<file path="src/rtl/mem_stage.sv">
// Memory-access stage: latches EX outputs, runs LW/LB/SW/SB on a
// ready-handshaked data RAM, drives write-back and forwarding.
module mem_stage #(
  parameter int ADDR_W  = 20,
  parameter int TIMEOUT = 15
) (
  input  logic              clk,
  input  logic              rst,
  input  logic [31:0]       ex_result,
  input  logic [31:0]       ex_mem_data,
  input  logic              ex_load_byte,
  input  logic              ex_mem_read,
  input  logic              ex_mem_write,
  input  logic              ex_reg_write,
  input  logic [4:0]        ex_write_reg,
  output logic              mem_busy,
  output logic              ram_req,
  output logic              ram_we,
  output logic [ADDR_W-1:0] ram_addr,
  output logic [3:0]        ram_be,
  output logic [31:0]       ram_wdata,
  input  logic [31:0]       ram_rdata,
  input  logic              ram_ready,
  output logic              wb_reg_write,
  output logic [4:0]        wb_write_reg,
  output logic [31:0]       wb_data,
  output logic              fwd_reg_write,
  output logic [4:0]        fwd_reg,
  output logic [31:0]       fwd_data,
  output logic              mem_err
);

  localparam logic IDLE   = 1'b0;
  localparam logic ACCESS = 1'b1;
  localparam logic [7:0] TO_LAST = 8'(TIMEOUT - 1);

  logic              state_q, state_d;
  logic [ADDR_W+1:0] addr_q, addr_d;
  logic [31:0]       mdata_q, mdata_d;
  logic              byte_q, byte_d;
  logic              read_q, read_d;
  logic              write_q, write_d;
  logic              regw_q, regw_d;
  logic [4:0]        dst_q, dst_d;
  logic [7:0]        cnt_q, cnt_d;
  logic              wbw_q, wbw_d;
  logic [4:0]        wbr_q, wbr_d;
  logic [31:0]       wbd_q, wbd_d;
  logic              err_q, err_d;

  logic [7:0]        lane;
  logic [31:0]       ld_val;
  logic [3:0]        be;
  logic [31:0]       wdata;

  // Byte lane select, enables and write data for the latched access
  always_comb begin
    lane = ram_rdata[7:0];
    be   = 4'b0001;
    unique case (addr_q[1:0])
      2'd0: begin lane = ram_rdata[7:0];   be = 4'b0001; end
      2'd1: begin lane = ram_rdata[15:8];  be = 4'b0010; end
      2'd2: begin lane = ram_rdata[23:16]; be = 4'b0100; end
      2'd3: begin lane = ram_rdata[31:24]; be = 4'b1000; end
      default: ;
    endcase
    if (byte_q) begin
      ld_val = {{24{lane[7]}}, lane};
      wdata  = {4{mdata_q[7:0]}};
    end else begin
      ld_val = ram_rdata;
      wdata  = mdata_q;
      be     = 4'b1111;
    end
  end

  // Next-state: capture in IDLE, wait for ready or timeout in ACCESS
  always_comb begin
    state_d = state_q;
    addr_d  = addr_q;
    mdata_d = mdata_q;
    byte_d  = byte_q;
    read_d  = read_q;
    write_d = write_q;
    regw_d  = regw_q;
    dst_d   = dst_q;
    cnt_d   = cnt_q;
    wbw_d   = 1'b0;
    wbr_d   = wbr_q;
    wbd_d   = wbd_q;
    err_d   = 1'b0;
    case (state_q)
      IDLE: begin
        addr_d  = ex_result[ADDR_W+1:0];
        mdata_d = ex_mem_data;
        byte_d  = ex_load_byte;
        read_d  = ex_mem_read;
        write_d = ex_mem_write;
        regw_d  = ex_reg_write;
        dst_d   = ex_write_reg;
        cnt_d   = 8'd0;
        if (ex_mem_read || ex_mem_write) begin
          state_d = ACCESS;
        end else begin
          wbw_d = ex_reg_write;
          wbr_d = ex_write_reg;
          wbd_d = ex_result;
        end
      end
      ACCESS: begin
        if (ram_ready) begin
          state_d = IDLE;
          wbw_d   = read_q & ~write_q & regw_q;
          wbr_d   = dst_q;
          wbd_d   = ld_val;
        end else if (cnt_q == TO_LAST) begin
          state_d = IDLE;
          err_d   = 1'b1;
        end else begin
          cnt_d = cnt_q + 8'd1;
        end
      end
      default: state_d = IDLE;
    endcase
  end

  // State and pipeline registers
  always_ff @(posedge clk or posedge rst) begin
    if (rst) begin
      state_q <= IDLE;
      addr_q  <= '0;
      mdata_q <= '0;
      byte_q  <= 1'b0;
      read_q  <= 1'b0;
      write_q <= 1'b0;
      regw_q  <= 1'b0;
      dst_q   <= '0;
      cnt_q   <= '0;
      wbw_q   <= 1'b0;
      wbr_q   <= '0;
      wbd_q   <= '0;
      err_q   <= 1'b0;
    end else begin
      state_q <= state_d;
      addr_q  <= addr_d;
      mdata_q <= mdata_d;
      byte_q  <= byte_d;
      read_q  <= read_d;
      write_q <= write_d;
      regw_q  <= regw_d;
      dst_q   <= dst_d;
      cnt_q   <= cnt_d;
      wbw_q   <= wbw_d;
      wbr_q   <= wbr_d;
      wbd_q   <= wbd_d;
      err_q   <= err_d;
    end
  end

  assign mem_busy  = state_q;
  assign ram_req   = state_q;
  assign ram_we    = state_q & write_q;
  assign ram_addr  = state_q ? addr_q[ADDR_W+1:2] : '0;
  assign ram_be    = state_q ? be : 4'b0000;
  assign ram_wdata = state_q ? wdata : 32'd0;

  assign wb_reg_write  = wbw_q;
  assign wb_write_reg  = wbr_q;
  assign wb_data       = wbd_q;
  assign fwd_reg_write = wbw_q;
  assign fwd_reg       = wbr_q;
  assign fwd_data      = wbd_q;
  assign mem_err       = err_q;

endmodule

</file>
<file path="config.mk">
export PLATFORM = sky130hd
export DESIGN_NAME = mem_stage
export DESIGN_NICKNAME = d
export VERILOG_FILES = /design/src/rtl/mem_stage.sv
export SDC_FILE = /design/constraint.sdc
export NUM_CORES = 1
export LEC_CHECK = 0
export BUFFER_PORTS_ARGS = -buffer_cell sky130_fd_sc_hd__buf_2
export CAP_MARGIN = 20
export CORE_MARGIN = 2
export CORE_UTILIZATION = 52
export CTS_CLUSTER_DIAMETER = 80
export DETAILED_ROUTE_END_ITERATION = 6
export GPL_ROUTABILITY_DRIVEN = 0
export HOLD_SLACK_MARGIN = 0.02
export PLACE_DENSITY = 0.95
export SLEW_MARGIN = 20
export SYNTH_ARGS = -nofsm -noshare
export SYNTH_HDL_FRONTEND = slang
export SYNTH_SLANG_ARGS = --single-unit
</file>
<file path="constraint.sdc">
create_clock -name clk -period 7.1 [get_ports clk]
set_input_delay 0.355 -clock clk [delete_from_list [all_inputs] [get_ports clk]]
set_output_delay 0.355 -clock clk [all_outputs]
set_load 0.01 [all_outputs]
</file>
==> run summary <==
first-pass GRT wire length - 24810 um
TritonRoute pass-1 iters - 5
GR peak layer - met2
Layout Utilization - 0.6512
hold_ws - 0.1792 ns
Min-Delay Endpoint - mdata_q[6]$_DFFE_PP0N_
# rows - 37
final setup TNS - 0 ns
critical path class - reg -> out
required time of the critical path - 6.74 ns
Post-DP HPWL - 12250 um
Worst R2R Path Depth - 5
Min-Delay Path Depth - 2
port bufs - 243
initial DRC count - 362
asr flop ratio synth - 1.000
number of global-route vias before repair - 4771
final net count - 822
Reg2Reg Setup Slack - 4.38 ns
via/cell ratio - 5.635
Core Box Area - 0.01032 sq mm
final slew viol count - 0
cell-internal power - 1.253 mW
met3 global-route usage - 0.07022
GR Overflow Total - 0
CP Capture Type - output port
commonest non-fill, non-tap cell in the layout - buf_2
Root Buffer - clkbuf_8
Clk network pwr share - 0.197
FF-to-FF End - fwd_data[14]$_DFFE_PP0P_
antenna-violating nets left - 0
#FFs+latches synth - 111
cells after synthesis - 526
switching power - 0.7136 mW
Syn-to-layout area delta - 21.07%
critical path arrival - 2.78 ns
crit path cell chain - buf_4 > inv_2 > buf_4 > a21oi_1 > buf_2
post-route insts no fill - 853
Synth top area share - 0.5002
postcts setup bufs - 0
Worst Setup SP - mem_busy$_DFF_PP0_
Synth area leaders - dfrtp_1, mux2_2, buf_4
delay-heaviest family, CP - buffers and inverters
type of origin of the critical path - register
routed length per placed instance - 18.97 um
most frequent cells in the layout - buf_2, dfrtp_1, nand2_1, mux2_2, a21oi_1
H-tree level count - 3
Slew headroom - 0.3512
worst skew pair latency - 0.37 ns
Peak VDD IR - 0.1366 mV
switching share of total power - 0.3628
Power Density - 292.5 mW/mm^2
unrepaired setup endpoints after global routing - false
Fillers - 820
# clock sinks - 111
Tcrit/Tclk final - 0.4410
final setup violation count - 0
endpoints failing hold - 0
Crit path largest cell delay - 0.60 ns
die height - 107.3 um
part of the power in registers - 0.442
logic gate share of total power - 0.361
num ports - 244
Tmin final - 3.131 ns
f_max - 319.4 MHz
final WL - 16180 um
layout cells sized above 1 - 0.4589
largest area contributor in the netlist - dfrtp_1
Placed Instances - 836
CTS tree - yes
outcome - complete, no violations
largest net degree at the start of global routing - 78
Vias - 4807
initial antenna violation count - 0
M2 GR Usage - 0.5032
worst-margin pin slew - 0.9733 ns
Hold Startpoint - ex_mem_data[6]
Clock Skews - 0.009444 ns
HP Class - in -> reg
total track usage - 0.2796
Die X - 107.3 um
DIE AREA - 0.01152 sq mm
mean post-synth cell area - 10.56 sq um
met1 Use GR - 0.3248
P_leak - 3.418 nW
Initial Utilization - 0.5379
Seq/Total Area, Yosys - 0.5002
# DRC - 0
reg2reg start - mem_busy$_DFF_PP0_
Inserted Diodes - 0
Hold Buf Count CTS - 1
clock buffer depth - 2
Mapped Area - 0.005553 sq mm
Num CTS Buffers - 9
Synth cell types - 46
most used cell, CP - buf_4
Synth Net Count - 636
slowest cell on the critical path - buf_4
synth warn - 0
Main synth FF type - dfrtp_1
max-cap viol count - 0
Worst Path Max Fanout - 64
Resized Gates After CTS - 0
sum of buffers and inverters on the critical path - 4
Post-synth EDFFs - 0
clock-pin slew on the worst setup and hold paths - 0.10 ns
-- synth_stat cells (2+ instances only) --
library cell  number
buf_2             15
or3_1              2
a21oi_1           41
and2_1            30
nand2_1           55
mux2_2            46
dfrtp_1          111
a221oi_1          15
a22oi_1            5
a21o_1            29
nand4b_1           2
nand3_1            3
buf_4             42
clkbuf_1           8
o21ai_2           10
buf_1              6
buf_6              2
o22ai_1           10
nor2_1            31
mux2i_1            4
inv_1              3
o221ai_1           3
o21ai_0           17
o32ai_1            6
ha_1               2
xnor2_1            4
nand2b_1           5
-- cell families (layout without fill, tap and decap cells) --
group / after synthesis / in the layout / synth area share
buffers and inverters: 78 / 269 / 0.09013
adder cells (fa/ha/maj): 2 / 2 / 0.004506
AO/OA/AOI/OAI: 139 / 139 / 0.1670
flip-flops: 111 / 111 / 0.5002
XOR/XNOR: 4 / 4 / 0.006308
AND/OR/NAND/NOR: 141 / 141 / 0.1273
multiplexers: 51 / 51 / 0.1046
-- power by group through the flow --
stage	clock [mW]	combinational [mW]	sequential (mW)
6_report	0.387	0.710	0.870
5_1_grt	0.425	0.771	0.887
4_1_cts	0.394	0.713	0.870
3_5_place_dp	0	0.710	0.882
3_3_place_gp	0	0.687	0.868
2_1_floorplan	0	0.489	0.873
-- routing by layer --
layer / up-vias / part of all wire
met4: 0 / 0.022
li1: 2168 / -
met2: 250 / 0.53
met5: - / 0
met3: 26 / 0.084
met1: 2363 / 0.37
-- layout make-up --
class                           instances  area (sq um)  share of cell area
Clock inverter                          5         56.30            0.008375
Timing Repair Buffer                  249          1284              0.1910
Tap cell                              136         170.2             0.02531
Sequential cell                       111          2779              0.4134
Inverter                                4         17.52            0.002606
Clock buffer                           11         141.4             0.02103
Multi-Input combinational cell        337          2275              0.3384
-- how the worst max path moves through the flow --
stage / to / slack, ns / depth (start not counted)
2_1_floorplan: addr_q[0]$_DFFE_PP0N_ / 3.81 / 1
3_3_place_gp: ram_be[0] / 4.46 / 4
3_5_place_dp: ram_wdata[30] / 4.42 / 5
4_1_cts: ram_wdata[30] / 4.00 / 5
5_1_grt: ram_wdata[21] / 3.76 / 5
6_report: ram_wdata[9] / 3.97 / 5
-- worst register-to-register path, cell delays in order (launching register included) --
cell and delay, ns:
dfrtp_2 0.54, buf_4 0.61, inv_2 0.43, nor2_2 0.65, a221oi_1 0.26, o21ai_2 0.17
-- per-stage QoR --
| stage | instance area [sq um] | worst slack (ns) | power [mW] |
|---|---|---|---|
| after floorplan | 5553 | 3.814 | 1.362 |
| after global placement | 6487 | 4.463 | 1.556 |
| after detailed placement | 6515 | 4.418 | 1.592 |
| after CTS | 6723 | 3.999 | 1.977 |
| after global routing | 6723 | 3.757 | 2.083 |
| final | 6723 | 3.969 | 1.967 |
No activity file was read; power rests on OpenSTA's default activity.
